===== config.mk =====
export PLATFORM = sky130hd
export DESIGN_NAME = ysyx_mc_ctrl
export DESIGN_NICKNAME = d
export VERILOG_FILES = /design/src/rtl/ysyx_mc_ctrl.sv
export SDC_FILE = /design/constraint.sdc
export NUM_CORES = 1
export LEC_CHECK = 0
export CORE_AREA = 2 2 195 197
export DETAILED_ROUTE_END_ITERATION = 6
export DIE_AREA = 0 0 197 199
export GPL_TIMING_DRIVEN = 0
export SYNTH_ARGS = -nofsm -noshare
export SYNTH_HDL_FRONTEND = slang
export SYNTH_SLANG_ARGS = --single-unit

===== constraint.sdc =====
create_clock -name clk -period 5.7 [get_ports clk]
set_input_delay 0.57 -clock clk [delete_from_list [all_inputs] [get_ports clk]]
set_output_delay 0.57 -clock clk [all_outputs]
set_load 0.02 [all_outputs]

===== src/rtl/ysyx_mc_ctrl.sv =====
// Multi-cycle sequencer for the ysyx RV32 core: owns PC/IR and drives IFU/LSU valid-ready handshakes.
// Define YSYX_MC_PERF_EN to build the mcycle/minstret performance counters.
module ysyx_mc_ctrl #(
  parameter int unsigned      WIDTH    = 32,
  parameter logic [WIDTH-1:0] RESET_PC = WIDTH'(32'h8000_0000),
  parameter int unsigned      TIMEOUT  = 255
) (
  input  logic             clk,
  input  logic             rst,
  output logic             ifu_req_valid,
  output logic [WIDTH-1:0] ifu_req_addr,
  input  logic             ifu_req_ready,
  input  logic             ifu_rsp_valid,
  input  logic [31:0]      ifu_rsp_data,
  output logic             lsu_req_valid,
  output logic             lsu_req_we,
  output logic [2:0]       lsu_req_op,
  output logic [WIDTH-1:0] lsu_req_addr,
  output logic [WIDTH-1:0] lsu_req_wdata,
  input  logic             lsu_req_ready,
  input  logic             lsu_rsp_valid,
  input  logic [WIDTH-1:0] lsu_rsp_rdata,
  input  logic             dec_is_load,
  input  logic             dec_is_store,
  input  logic             dec_rd_we,
  input  logic             dec_csr_we,
  input  logic             dec_is_ebreak,
  input  logic [2:0]       dec_mem_op,
  input  logic [WIDTH-1:0] alu_result,
  input  logic [WIDTH-1:0] rs2_data,
  input  logic [WIDTH-1:0] next_pc,
  output logic [WIDTH-1:0] pc,
  output logic [31:0]      inst,
  output logic [WIDTH-1:0] load_data,
  output logic             rf_we,
  output logic             csr_we,
  output logic             commit,
  output logic             halted,
  output logic             bus_err,
  output logic [1:0]       err_code,
  output logic [63:0]      mcycle,
  output logic [63:0]      minstret
);
  localparam int unsigned      CNT_W    = 16;
  localparam logic [CNT_W-1:0] CNT_LAST = CNT_W'(TIMEOUT - 1);

  localparam logic [1:0] ERR_FETCH_TO = 2'b01;
  localparam logic [1:0] ERR_LSU_TO   = 2'b10;
  localparam logic [1:0] ERR_MISALIGN = 2'b11;

  typedef enum logic [2:0] {
    S_FETCH_REQ, S_FETCH_WAIT, S_EXEC, S_MEM_REQ, S_MEM_WAIT, S_WB, S_HALT, S_ERR
  } state_t;

  state_t           state, state_nxt;
  logic [CNT_W-1:0] wait_cnt;
  logic             cnt_en;
  logic             timeout;
  logic [1:0]       err_nxt;

  assign ifu_req_addr = pc;

  // State register
  always_ff @(posedge clk) begin
    if (rst) state <= S_FETCH_REQ;
    else     state <= state_nxt;
  end

  // Next-state, handshake and writeback pulses; timeout wins over a same-cycle ready/response
  always_comb begin
    state_nxt     = state;
    err_nxt       = 2'b00;
    cnt_en        = 1'b0;
    ifu_req_valid = 1'b0;
    lsu_req_valid = 1'b0;
    rf_we         = 1'b0;
    csr_we        = 1'b0;
    commit        = 1'b0;
    timeout       = (wait_cnt == CNT_LAST);
    case (state)
      S_FETCH_REQ: begin
        if (pc[1:0] != 2'b00) begin
          state_nxt = S_ERR;
          err_nxt   = ERR_MISALIGN;
        end else begin
          ifu_req_valid = 1'b1;
          cnt_en        = 1'b1;
          if (timeout) begin
            state_nxt = S_ERR;
            err_nxt   = ERR_FETCH_TO;
          end else if (ifu_req_ready) begin
            state_nxt = S_FETCH_WAIT;
          end
        end
      end
      S_FETCH_WAIT: begin
        cnt_en = 1'b1;
        if (timeout) begin
          state_nxt = S_ERR;
          err_nxt   = ERR_FETCH_TO;
        end else if (ifu_rsp_valid) begin
          state_nxt = S_EXEC;
        end
      end
      S_EXEC: state_nxt = (dec_is_load || dec_is_store) ? S_MEM_REQ : S_WB;
      S_MEM_REQ: begin
        lsu_req_valid = 1'b1;
        cnt_en        = 1'b1;
        if (timeout) begin
          state_nxt = S_ERR;
          err_nxt   = ERR_LSU_TO;
        end else if (lsu_req_ready) begin
          state_nxt = S_MEM_WAIT;
        end
      end
      S_MEM_WAIT: begin
        cnt_en = 1'b1;
        if (timeout) begin
          state_nxt = S_ERR;
          err_nxt   = ERR_LSU_TO;
        end else if (lsu_rsp_valid) begin
          state_nxt = S_WB;
        end
      end
      S_WB: begin
        rf_we     = dec_rd_we;
        csr_we    = dec_csr_we;
        commit    = 1'b1;
        state_nxt = dec_is_ebreak ? S_HALT : S_FETCH_REQ;
      end
      S_HALT:  state_nxt = S_HALT;
      S_ERR:   state_nxt = S_ERR;
      default: state_nxt = S_ERR;
    endcase
  end

  // Wait counter, PC/IR, LSU request fields and sticky status
  always_ff @(posedge clk) begin
    if (rst) begin
      wait_cnt      <= '0;
      pc            <= RESET_PC;
      inst          <= '0;
      load_data     <= '0;
      lsu_req_we    <= 1'b0;
      lsu_req_op    <= '0;
      lsu_req_addr  <= '0;
      lsu_req_wdata <= '0;
      halted        <= 1'b0;
      bus_err       <= 1'b0;
      err_code      <= '0;
    end else begin
      if (state_nxt != state) wait_cnt <= '0;
      else if (cnt_en)        wait_cnt <= wait_cnt + CNT_W'(1);

      if (state == S_FETCH_WAIT && state_nxt == S_EXEC) inst <= ifu_rsp_data;

      if (state == S_EXEC && state_nxt == S_MEM_REQ) begin
        lsu_req_we    <= dec_is_store;
        lsu_req_op    <= dec_mem_op;
        lsu_req_addr  <= alu_result;
        lsu_req_wdata <= rs2_data;
      end

      if (state == S_MEM_WAIT && state_nxt == S_WB && !lsu_req_we) load_data <= lsu_rsp_rdata;

      if (state == S_WB) begin
        if (dec_is_ebreak) halted <= 1'b1;
        else               pc     <= next_pc;
      end

      if (state_nxt == S_ERR && state != S_ERR) begin
        bus_err  <= 1'b1;
        err_code <= err_nxt;
      end
    end
  end

`ifdef YSYX_MC_PERF_EN
  // Free-running cycle and retire counters, wrapping at 2^64
  always_ff @(posedge clk) begin
    if (rst) begin
      mcycle   <= '0;
      minstret <= '0;
    end else begin
      mcycle <= mcycle + 64'd1;
      if (commit) minstret <= minstret + 64'd1;
    end
  end
`else
  assign mcycle   = '0;
  assign minstret = '0;
`endif

endmodule


### After elaboration in Yosys (flattened, before gate mapping)

Index checks and enable logic that the tools add are counted.

| storage, ports and cells | value |
|---|---|
| output and inout port bits | 333 |
| word-level logic and storage cells | 65 |
| register bits after elaboration | 187 |

| cells by class | value |
|---|---|
| bitwise gates (word level) | 1 |
| equality and inequality tests | 14 |
| add/sub/neg operators | 1 |
| reductions and logical operators | 14 |
| mux-type cells | 23 |

Operators with widths:

| operator | number |
|---|---|
| $mux 3 | 11 |
| $pmux 3 s8 | 1 |
| $eq 3x3->1 const B | 6 |
| $add 16x1->16 const B | 1 |
| $eq 16x8->1 const B | 1 |
| $eq 3x2->1 const B | 4 |
| $mux 1 | 7 |
| $pmux 2 s3 | 1 |
| $logic_and 1x1->1 | 5 |
| $mux 2 | 2 |
| $reduce_and 2->1 | 2 |
| $reduce_or 2->1 | 2 |
| $eq 3x1->1 const B | 1 |
| $logic_not 3->1 | 1 |
| $ne 3x3->1 | 1 |
| $ne 3x3->1 const B | 1 |
| $reduce_or 3->1 | 1 |
| $pmux 1 s2 | 1 |
| $reduce_bool 2->1 | 1 |
| $logic_not 1->1 | 1 |
| $logic_or 1x1->1 | 1 |
| $not 1->1 | 1 |

### Depth between registers and ports, before layout

| depth | value |
|---|---|
| depth after elaboration | 7 |
| depth in mapped cells | 10 |
| mapped depth without buffers | 8 |

### Worst setup path after synthesis

No wires, ideal clock.

| path | value |
|---|---|
| path kind | flip-flop to flip-flop |
| from | register wait_cnt[0] |
| to | register load_data[10] |
| required time | 5.628 ns |
| path slack | 3.532 ns |
| cell stages (with the launch flop) | 10 |
| path buffers | 1 |
| library setup time | 0.072 ns |
| arrival | 2.096 ns |
| path through | dfxtp_1 inv_1 ha_1 and4b_1 nand4_4 a21oi_1 nor3b_2 nor4b_4 buf_6 mux2i_1 |

| between the ends | value |
|---|---|
| cells in the longest elaborated chain, start to end | 7 |

Ends and longest elaborated chain:

| item | line | source |
|---|---|---|
| start: declaration | 56 | `logic [CNT_W-1:0] wait_cnt;` |
| start signal: assignment | 153 | `else if (cnt_en) wait_cnt <= wait_cnt + CNT_W'(1);` |
| $eq 16x8->1 (*) | 79 | `timeout = (wait_cnt == CNT_LAST);` |
| $mux 3 | 88 | `if (timeout) begin` |
| $mux 3 | 82 | `if (pc[1:0] != 2'b00) begin` |
| $pmux 3 s8 (*) | 80 | `case (state)` |
| $eq 3x3->1 (*) | 164 | `if (state == S_MEM_WAIT && state_nxt == S_WB && !lsu_req_we) load_data <= lsu_rsp_rdata;` |
| $logic_and 1x1->1 (*) (2 in a row) | 164 |  |
| end signal: assignment | 164 |  |
| end: declaration | 34 | `output logic [WIDTH-1:0] load_data,` |

Mark *: on every way between the ends. The rest lies on a longest branch, timed or not.
A chain may end at the register's enable or synchronous reset.

### Worst setup path after layout

| path | value |
|---|---|
| from | input dec_is_store |
| to | register load_data[19] |

| between the ends | value |
|---|---|
| cells in the longest elaborated chain, start to end | 6 |

Ends and longest elaborated chain:

| item | line | source |
|---|---|---|
| start: declaration | 24 | `input logic dec_is_store,` |
| $logic_or 1x1->1 | 105 | `S_EXEC: state_nxt = (dec_is_load \|\| dec_is_store) ? S_MEM_REQ : S_WB;` |
| $mux 3 | 105 |  |
| $pmux 3 s8 | 80 |  |
| $eq 3x3->1 | 164 |  |
| $logic_and 1x1->1 (2 in a row) | 164 |  |

No other way between the ends.

==> impl_metrics.yaml <==
clock_network:
  clkSinkCount: 187
  htreeDepth: 4
  cts_resized: 0
  cts_made_buffers: 17
  cts_tree: "yes"
  cts_max_path_buffers: 2
  clock-root-buffer: "clkbuf_16"
  post_cts_buffers: 0
  clk_latency_ns: 0.45
  cts.clk_slew.worst_paths_ns: 0.08
  cts_hold_buf: 0
critical_path:
  slowest_stage: "nor4b_4"
  startpoint_type: "input port"
  critPathMaxFanout: 10
  r2r_slack_ns: 3.05
  crit_arrival_ns: 3.07
  crit_chain: "clkdlybuf4s50_1, nor2_1, o21bai_1, a222oi_1, nor3b_2, nor4b_4, buf_6, mux2i_1"
  end_kind: "flip-flop"
  critPathMaxStageDelay_ns: 0.59
  critPathKind: "in -> reg"
  required_ns: 6.06
floorplanning:
  io_pins: 507
  coreArea_sq_um: 37130
  start_util_pct: 22.92
  die_h_microns: 199
  num_rows: 71
  die_area_sq_um: 39200
  die_w_microns: 197
timing:
  setup_viol: 0
  final.setup_skew_ns: 0.01238
  timing.hold.ws_ns: 0.4517
  rsz0062_at_grt: "no"
  worst_pin_slew_ns: 0.8490
  clock.fmax_mhz: 369.0
  slew_headroom_pct: 43.40
  finalMaxSlewViolations: 0
  finalHoldViolCount: 0
  fin_crit_sh_pct: 47.54
  tns_ns: 0
  min_period_ns: 2.710
detailed_routing:
  drt-total-wl_mm: 29.76
  route.detailed.drc: 0
  ant_nets: 0
  num_vias: 7888
  dr.first_iter.drc_count: 236
  drt-pass1-iter-count: 6
  drt-vias-per-instance: 3.917
  avgRoutedWirePerCell_microns: 14.78
global_route:
  grt_max_degree: 21
  grt_pass1_wl_mm: 43.31
  grt_pass1_vias: 7612
  grt_use_total_pct: 14.60
  gr-total-overflow: 0
  antenna_found_initial: 0
yosys:
  ys_seq_area_share_pct: 43.98
  yosysUniqueCellTypes: 48
  synth_edf_count: 0
  syn_area_per_cell_sq_um: 8.486
  syn_area_sq_um: 8512
  ys.flop_type: "dfxtp_1"
  yosysWarnings: 0
  syn_inst: 1003
  async_reset_ff_share_pct: 0
  synth-seq-cells: 187
layout:
  fin_cells: 2014
  drive_gt1_share_pct: 13.90
  syn_to_final_growth_pct: 64.02
  antenna_cells: 0
  final_util_pct: 37.60
  fin_nets: 1703
place:
  dpl.cell_count: 1982
  dp_hpwl_mm: 23.75
  port_buffers: 378
  gp_congestion: 0.8103
power:
  p_leak_nw: 5.607
  powerDensity_nw_per_um2: 276.1
  irDropWorstVdd_v: 0.0001998
  totalPowerFinal_w: 0.003855
job:
  maxCapViolCount: 0
min_path:
  hp-class: "reg -> reg"
status:
  status: "finished, final reports clean"
[per-layer routing]
metal	vias up	wire length, microns	track usage (%)	share of wire [%]
met5	-	0	0	0
met4	0	500	4.456	1.7
met1	3541	11940	16.20	40
met3	27	2750	6.036	9.2
met2	316	14570	25.45	49
li1	4004	-	-	-
[path summary, 6_finish.rpt]
path,from,cells past startpoint,to
worst max-delay path,dec_is_store,8,load_data[19]$_SDFFE_PP0P_
worst min-delay path,bus_err$_SDFFE_PP0P_,2,bus_err$_SDFFE_PP0P_
worst max register to register,wait_cnt[0]$_SDFFE_PP0P_,9,load_data[19]$_SDFFE_PP0P_
worst min register to register,bus_err$_SDFFE_PP0P_,2,bus_err$_SDFFE_PP0P_
[state kept, by name, indices dropped and copies added, names as in the netlist, 2 cells and up]
| signal | count |
|---|---|
| inst | 32 |
| lsu_req_addr | 32 |
| lsu_req_wdata | 32 |
| ifu_req_addr | 32 |
| lsu_req_op | 3 |
| wait_cnt | 16 |
| state | 3 |
| load_data | 32 |
| err_code | 2 |
[cell usage after synthesis (4+ instances only)]
cell type / number / area, sq um
mux2i_1: 65 / 650.6
nand4_1: 5 / 31.28
a21oi_1: 106 / 530.5
clkbuf_1: 43 / 161.4
xnor2_1: 8 / 70.07
buf_6: 4 / 45.04
nor2_1: 49 / 183.9
nand2b_1: 67 / 419.2
inv_1: 6 / 22.52
and3_1: 4 / 25.02
xor2_1: 8 / 70.07
nand2_1: 213 / 799.5
buf_4: 164 / 1231
buf_2: 4 / 20.02
dfxtp_1: 187 / 3744
nor3_1: 23 / 115.1
[worst max-delay path: cells and delay by family]
kind            cells  cell delay [ns]
simple gates        3             1.25
buf+inv             2             0.71
compound gates      2             0.33
mux                 1             0.20
[layout make-up]
| cell class | count | area (sq um) |
|---|---|---|
| Clock buffer | 17 | 425.4 |
| Sequential cell | 187 | 3744 |
| Fill cell | 3820 | 23170 |
| Inverter | 7 | 26.28 |
| Timing Repair Buffer | 378 | 3784 |
| Tap cell | 474 | 593.1 |
| Multi-Input combinational cell | 718 | 3750 |
| Clock inverter | 15 | 170.2 |
| Buffer | 218 | 1469 |
[logic make-up after synthesis]
group	Yosys count	synth area share, %
fa+ha+maj	2	0.2939
simple gates	383	20.84
buf+inv	225	17.57
xor+xnor	16	1.646
flops	187	43.98
other cells	1	0.04406
mux	65	7.644
compound gates	124	7.982
[where the power goes]
group	total [W]	internal [W]	switching [W]	leakage (nW)
Clock	0.00121	0.000591	0.000619	0.281
Sequential	0.00147	0.00141	0.0000636	1.51
Combinational	0.00117	0.000512	0.000661	3.82
Total	0.00386	0.00251	0.00134	5.61
[stage by stage]
step | area (sq um) | setup slack [ns]
global route | 13960 | 2.790
detailed placement | 13370 | 2.458
global placement | 13370 | 2.427
CTS | 13960 | 2.941
finish | 13960 | 2.990
floorplan | 8989 | 3.532
[cell usage in the layout, fill, tap and decap left out, types with 5 or more instances in the layout]
master / Yosys / final
dfxtp_1: 187 / 187
nor3_1: 23 / 23
clkbuf_1: 43 / 43
nand2b_1: 67 / 67
clkbuf_16: 0 / 17
conb_1: 1 / 128
buf_4: 164 / 164
a21oi_1: 106 / 106
inv_8: 0 / 5
xor2_1: 8 / 8
mux2i_1: 65 / 65
nand2_1: 213 / 213
inv_1: 6 / 6
nand4_1: 5 / 5
nor2_1: 49 / 49
xnor2_1: 8 / 8
clkdlybuf4s50_1: 0 / 378
Note: power is estimated with default switching activity, not from simulation.
